===== src/rtl/stream_tx.sv =====
// stream_tx: AXI4-Stream master for the S2MM return path.
//
// Result words from the compute pipeline are buffered in a first-word-fall-
// through FIFO and sent as one packet of exactly tx_len beats, with tlast on
// the final beat. A one-cycle send_finish pulse follows the last handshake.
//
// Handshakes: a transfer happens on a rising sclk edge where valid and ready
// are both high; valid never depends combinationally on ready, and while
// valid is high without ready, the payload (tdata/tkeep/tlast) is held.
//
// Ports
//   sclk, s_rst_n          clock, asynchronous active-low reset
//   tx_start, tx_len       packet request and its length in beats
//   result_data/vld/rdy    result word input (write on vld & rdy)
//   m_axis_s2mm_*          AXI4-Stream master to the DMA
//   tx_busy                high while a packet is in SEND or DONE
//   send_finish            one-cycle pulse after the last beat
//   dbg_state_o            current FSM state, for observation
module stream_tx #(
    parameter int FIFO_AW = 4,
    parameter int LEN_W   = 16
) (
    input  logic             sclk,
    input  logic             s_rst_n,
    input  logic             tx_start,
    input  logic [LEN_W-1:0] tx_len,
    input  logic [63:0]      result_data,
    input  logic             result_vld,
    output logic             result_rdy,
    output logic [63:0]      m_axis_s2mm_tdata,
    output logic [7:0]       m_axis_s2mm_tkeep,
    output logic             m_axis_s2mm_tvalid,
    input  logic             m_axis_s2mm_tready,
    output logic             m_axis_s2mm_tlast,
    output logic             tx_busy,
    output logic             send_finish,
    output logic [1:0]       dbg_state_o
);

    localparam int DEPTH = 1 << FIFO_AW;
    localparam logic [FIFO_AW:0] FULL_CNT = (FIFO_AW + 1)'(DEPTH);

    typedef enum logic [1:0] {
        ST_IDLE = 2'd0,
        ST_SEND = 2'd1,
        ST_DONE = 2'd2
    } state_e;

    state_e             state_q, state_d;
    logic [LEN_W-1:0]   len_q, len_d;
    logic [LEN_W-1:0]   in_cnt_q, in_cnt_d;
    logic [LEN_W-1:0]   out_cnt_q, out_cnt_d;
    logic [FIFO_AW-1:0] wr_ptr_q, wr_ptr_d;
    logic [FIFO_AW-1:0] rd_ptr_q, rd_ptr_d;
    logic [FIFO_AW:0]   fifo_cnt_q, fifo_cnt_d;
    logic [63:0]        mem_q [DEPTH];

    logic in_send;
    logic fifo_full;
    logic fifo_empty;
    logic wr_en;
    logic rd_en;
    logic last_beat;
    logic start_ok;

    assign in_send    = (state_q == ST_SEND);
    assign fifo_full  = (fifo_cnt_q == FULL_CNT);
    assign fifo_empty = (fifo_cnt_q == '0);
    // A zero-length request is dropped entirely.
    assign start_ok   = tx_start & (tx_len != '0);
    assign last_beat  = (out_cnt_q == (len_q - 1'b1));

    // Full is judged on the registered count, so a same-cycle pop never
    // opens a slot for a write.
    assign result_rdy = in_send & ~fifo_full & (in_cnt_q < len_q);
    assign wr_en      = result_vld & result_rdy;

    assign m_axis_s2mm_tvalid = in_send & ~fifo_empty;
    assign rd_en              = m_axis_s2mm_tvalid & m_axis_s2mm_tready;
    assign m_axis_s2mm_tlast  = m_axis_s2mm_tvalid & last_beat;
    assign m_axis_s2mm_tkeep  = m_axis_s2mm_tvalid ? 8'hFF : 8'h00;
    // Data is masked while invalid so it reads as zero out of reset.
    assign m_axis_s2mm_tdata  = m_axis_s2mm_tvalid ? mem_q[rd_ptr_q] : 64'd0;

    assign tx_busy     = (state_q != ST_IDLE);
    assign send_finish = (state_q == ST_DONE);
    assign dbg_state_o = state_q;

    always_comb begin
        state_d    = state_q;
        len_d      = len_q;
        in_cnt_d   = in_cnt_q;
        out_cnt_d  = out_cnt_q;
        wr_ptr_d   = wr_ptr_q;
        rd_ptr_d   = rd_ptr_q;
        fifo_cnt_d = fifo_cnt_q;

        // wr_en and rd_en can only be high in SEND.
        if (wr_en) begin
            wr_ptr_d = wr_ptr_q + 1'b1;
            in_cnt_d = in_cnt_q + 1'b1;
        end
        if (rd_en) begin
            rd_ptr_d  = rd_ptr_q + 1'b1;
            out_cnt_d = out_cnt_q + 1'b1;
        end
        case ({wr_en, rd_en})
            2'b10:   fifo_cnt_d = fifo_cnt_q + 1'b1;
            2'b01:   fifo_cnt_d = fifo_cnt_q - 1'b1;
            default: fifo_cnt_d = fifo_cnt_q;
        endcase

        case (state_q)
            ST_IDLE: begin
                if (start_ok) begin
                    state_d    = ST_SEND;
                    len_d      = tx_len;
                    in_cnt_d   = '0;
                    out_cnt_d  = '0;
                    wr_ptr_d   = '0;
                    rd_ptr_d   = '0;
                    fifo_cnt_d = '0;
                end
            end
            ST_SEND: begin
                if (rd_en && last_beat) begin
                    state_d = ST_DONE;
                end
            end
            ST_DONE: state_d = ST_IDLE;
            default: state_d = ST_IDLE;
        endcase
    end

    always_ff @(posedge sclk or negedge s_rst_n) begin
        if (!s_rst_n) begin
            state_q    <= ST_IDLE;
            len_q      <= '0;
            in_cnt_q   <= '0;
            out_cnt_q  <= '0;
            wr_ptr_q   <= '0;
            rd_ptr_q   <= '0;
            fifo_cnt_q <= '0;
        end else begin
            state_q    <= state_d;
            len_q      <= len_d;
            in_cnt_q   <= in_cnt_d;
            out_cnt_q  <= out_cnt_d;
            wr_ptr_q   <= wr_ptr_d;
            rd_ptr_q   <= rd_ptr_d;
            fifo_cnt_q <= fifo_cnt_d;
        end
    end

    // Storage needs no reset: contents are only visible behind fifo_cnt.
    always_ff @(posedge sclk) begin
        if (wr_en) begin
            mem_q[wr_ptr_q] <= result_data;
        end
    end

endmodule

===== config.mk =====
export PLATFORM = sky130hd
export DESIGN_NAME = stream_tx
export DESIGN_NICKNAME = d
export VERILOG_FILES = /design/src/rtl/stream_tx.sv
export SDC_FILE = /design/constraint.sdc
export NUM_CORES = 1
export LEC_CHECK = 0
export ABC_AREA = 1
export CORE_AREA = 3 3 336 338
export DETAILED_ROUTE_END_ITERATION = 8
export DIE_AREA = 0 0 339 341
export HOLD_SLACK_MARGIN = 0.03
export PLACE_DENSITY_LB_ADDON = 0.1
export REMOVE_ABC_BUFFERS = 1
export SYNTH_ARGS = -nofsm -noshare
export SYNTH_HDL_FRONTEND = slang
export SYNTH_SLANG_ARGS = --single-unit

===== constraint.sdc =====
create_clock -name sclk -period 5.7 [get_ports sclk]
set_input_delay 1.14 -clock sclk [delete_from_list [all_inputs] [get_ports sclk]]
set_output_delay 1.14 -clock sclk [all_outputs]
set_load 0.05 [all_outputs]

# Yosys cells after proc, flatten, opt, wreduce, memory -nomap -nowiden
# Memory sizes are Yosys's and may differ from the RTL's.
# Index checks and enable logic that the tools add are counted.
# op_classes
muxes	22
n_bitwise	9
n_reduce_logical	7
add_sub_neg	7
n_lt_le_gt_ge	1
n_eq_ne	8
# op_table
op	n
$mux 16	6
$mux 64	1
$add 16x1->16 const B	2
$mux 4	6
$eq 16x16->1	1
$lt 16x16->1	1
$reduce_bool 16->1	1
$sub 16x1->16 const B	1
$mux 5	2
$pmux 5 s2	1
$add 4x1->4 const B	2
$mux 8	1
$and 1x1->1	7
$add 5x1->5 const B	1
$eq 5x5->1 const B	1
$logic_not 5->1	1
$sub 5x1->5 const B	1
$eq 2x1->1 const B	2
$eq 2x2->1 const B	2
$mux 2	2
$pmux 2 s2	1
$reduce_and 2->1	2
$logic_not 2->1	1
$mux 1	2
other kinds (5)	6
# totals
memories	1
out_inout_bits	79
mem_bits_rw	1024
reg_bits	63
# mem_list
name	depth	word_bits	rd	rd_ports_with_merged_regs	write_ports	line_no	text
mem_q	16	64	1	0	1	56	logic [63:0] mem_q [DEPTH];

# Longest topological paths before layout
# depth
ltp_word	9
mapped_depth	21
ltp_nobuf	20

# Worst setup path after synthesis
# OpenSTA, ideal clock, no wires.
# synth_path
kind	reg-to-reg
from	register len_q[13]
to	memory mem_q[10][0], enable pin
path_stages_with_launch	13
setup_time_ns	0.486
path_slack_ns	0.826
path_buffers	1
synth_period_minus_slack_ns	4.874
arrival_time_ns	4.388
path_cell_list	dfrtp_1 > inv_1 > ha_1 > nand2_1 > inv_1 > o21ai_0 > nand4_1 > nor2_2 > nand3_4 > clkinv_2 > buf_6 > nand2_1 > nor2_1
# synth_via
elab_chain_cells	5
# synth_lines
item	line_no	text
from (decl)	50	logic [LEN_W-1:0] len_q, len_d;
from (signal assigned)	146	len_q <= len_d;
$lt 16x16->1	75	assign result_rdy = in_send & ~fifo_full & (in_cnt_q < len_q);
$and 1x1->1	75	
$and 1x1->1	76	assign wr_en = result_vld & result_rdy;
$mux 1	157	if (wr_en) begin
$mux 1 (not written as such)	158	mem_q[wr_ptr_q] <= result_data;
to (decl)	56	
# No other way between the ends.

# Final worst setup path
# layout_path
from	register rd_ptr_q[0]
to	output m_axis_s2mm_tdata[25]
# layout_via
elab_chain_cells	2
# layout_lines
item	line_no	text
from (decl)	54	logic [FIFO_AW-1:0] rd_ptr_q, rd_ptr_d;
from (signal assigned)	150	rd_ptr_q <= rd_ptr_d;
$mem_v2 16x64	-	
$mux 64	83	assign m_axis_s2mm_tdata = m_axis_s2mm_tvalid ? mem_q[rd_ptr_q] : 64'd0;
to (decl)	30	output logic [63:0] m_axis_s2mm_tdata,
# No other way between the ends.

==> results.md <==
* #FFs+latches synth at 1087
* Worst EP arrival at 4080 ps
* Clk_lat worst skew at 690 ps
* Final worst path period need at 5220 ps
* H-tree Lvls at 3
* Post-route insts no fill at 5059
* Final setup viols at 0
* Gr ovfl total at 0
* Leakage power at 16.3 nW
* Slowest-stage cell, CP: clkdlybuf4s50_1
* Dominant synthesized flop cell: edfxtp_1
* PnR Total Power at 27.9 mW
* Setup crit start: rd_ptr_q[0]
* WP data required at 4560 ps
* CTS Buffer Depth at 3
* Ys Warns at 0
* Initial DRT Pass Iterations at 5
* Area share of the largest cell type after synthesis at 70.0%
* GRT Util Overall at 20.8%
* Final antenna-violating net count at 0
* Nets@finish at 3590
* Resize count post-CTS at 0
* Hold Slack at 562 ps
* Core area at 110000 sq um
* Vias in the first global route at 27929
* Fmax at 192 MHz
* Hold Startpoint: fifo_cnt_q[4]
* DRT iter0 DRCs at 2433
* Placement Rows at 122
* Mapped Area at 43900 sq um
* Mean Syn Cell Area at 13.1 sq um
* Initial antenna violation count at 10
* Worst VDD drop at 466 uV
* Final worst slack at 481 ps
* Tcrit/Tclk final at 91.6%
* Status: complete, no violations
* Worst hold path type: flop to flop
* CTS tree: yes
* Die area at 116000 sq um
* Worst relative slew slack at 26.3%
* Final wirelength at 123000 um
* Clock skew at 21.5 ps
* Cells after synthesis at 3361
* Worst setup SP type: flop
* EDFF count, synth at 1024
* Worst-path fanout max at 182
* Power per Cell Area at 551 nW/um^2
* Starting Density at 39.8%
* Die width at 339 um
* Maxcap violations at 0
* Area Overhead vs Synth at 15.5%
* Post-CTS Setup Repair Bufs at 0
* Largest area contributor in the netlist: edfxtp_1
* CP Capture Type: output port
* Hold_buf cts at 0
* Setup repair after global routing missed its margin: no
* Synth area leaders: edfxtp_1 (70%), o21ai_0 (6.4%), nor2_1 (5.2%)
* Number of remaining DRC errors at 0
* Clk pin slew, worst setup/hold paths at 60 ps
* Post-Route Setup TNS at 0 ps
* Wl on met1 at 54200 um
* Dpl ws at 1270 ps
* Sequential area share after synthesis at 73.6%
* CP cell instances: inv_16 -> buf_4 -> nor2_1 -> o221ai_1 -> nand3_1 -> a21oi_1 -> clkdlybuf4s50_1
* Ports at 164
* Crit-path max cell delay at 890 ps
* Root Driver: clkbuf_16
* Fin. Hold Viols at 0
* GPL Wtd Cong at 0.780
* Die Y at 341 um
* Placed insts at 4848
* Final Slew Violations at 0
* Cts bufs inserted at 115
* DP HPWL at 62200 um
* Via count at 28380
* Largest net degree at the start of global routing at 183
* Library cells used by synthesis at 43
* CP delay by family, top: buffers and inverters
* Worst slew pin tran at 1100 ps
* Share of layout cells above drive strength 1 at 7.49%
* CTS sink count at 1087
* Top-count cell post-synth: edfxtp_1
* Worst R2R Start: len_q[13]
* Kind of critical path: flop to output port
* Via density at 5.61
* Global-route wire length before repair at 182000 um
* Top metal layer carrying routed signals: met5
* Synth async-reset ratio at 5.80%
* CP Buf/Inv Count at 3
* Synth cell count leaders: edfxtp_1 (1024), nor2_1 (605), o21ai_0 (558)
* DR WL/cell at 24.3 um
* Metal2 WL at 58900 um
* Met3 routed WL at 6590 um
* I/O Buffers at 163
==> area by class of cell <==
cell class	instances	area, sq um
Timing Repair Buffer	237	2390
Multi-Input combinational cell	1945	10300
Tap cell	1488	1860
Sequential cell	1087	32300
Clock inverter	63	409
Antenna cell	5	12.5
Fill cell	9739	59700
Clock buffer	143	3000
Inverter	91	368
==> state kept, by name (all words and copies together) (netlist names) <==
register     count
mem_q         1024
in_cnt_q        16
len_q           16
out_cnt_q       16
fifo_cnt_q       5
rd_ptr_q         4
wr_ptr_q         4
dbg_state_o      2
==> where the power goes <==
| part | leakage (nW) | total (mW) | internal (mW) | switching [mW] |
|---|---|---|---|---|
| Combinational | 4.70 | 11.2 | 3.25 | 7.97 |
| Clock | 1.67 | 6.89 | 3.85 | 3.04 |
| Sequential | 9.98 | 9.82 | 9.45 | 0.367 |
==> cell usage in the layout, fill, tap and decap left out, drive strengths merged, types with 27 or more instances in the layout <==
master,instances
clkdlybuf4s50,162
o21ai,562
nor2,612
inv,92
ha,27
o221ai,171
o22ai,85
clkbuf,143
nand2,155
edfxtp,1024
a21oi,90
buf,75
clkinv,55
o211ai,85
dfrtp,63
nand3,86
==> cells by family after synthesis <==
family | Yosys count | share of synthesized area (%)
AOI/OAI and AO/OA | 996 | 13.6
xor gates and xnor gates | 28 | 0.559
DFF | 1087 | 73.6
buffers and inverters | 329 | 3.17
and+or+nand+nor | 893 | 8.25
adders and majority gates | 28 | 0.815
==> worst paths after layout <==
| path | to | slack [ps] | cells past startpoint |
|---|---|---|---|
| worst max-delay path | m_axis_s2mm_tdata[25] | 480 | 7 |
| worst min register to register | fifo_cnt_q[4] | 560 | 2 |
| max in group asynchronous | rd_ptr_q[2] | 4370 | 2 |
| min in group asynchronous | out_cnt_q[8] | 630 | 2 |
| worst max register to register | mem_q[8][45] | 1800 | 12 |
| worst min-delay path | fifo_cnt_q[4] | 560 | 2 |
==> worst reg2reg max path: cells and delay by family, from the launching register on <==
family | cells | cell delay (ps)
AOI/OAI and AO/OA | 1 | 140
and+or+nand+nor | 6 | 1790
adders and majority gates | 1 | 310
buffers and inverters | 4 | 820
DFF | 1 | 440
==> per-layer routing <==
layer | vias up | GRT usage [%]
li1 | 12864 | -
met1 | 14470 | 29.1
met2 | 830 | 34.1
met3 | 210 | 3.24
met4 | 6 | 5.35
met5 | - | 0
==> through the flow <==
step,area [sq um],util [%]
2_1_floorplan,42900,-
3_3_place_gp,47300,42.8
3_5_place_dp,47300,42.8
4_1_cts,50700,45.9
5_1_grt,50700,45.9
6_report,50700,45.9
No activity file was read; power rests on OpenSTA's default activity.
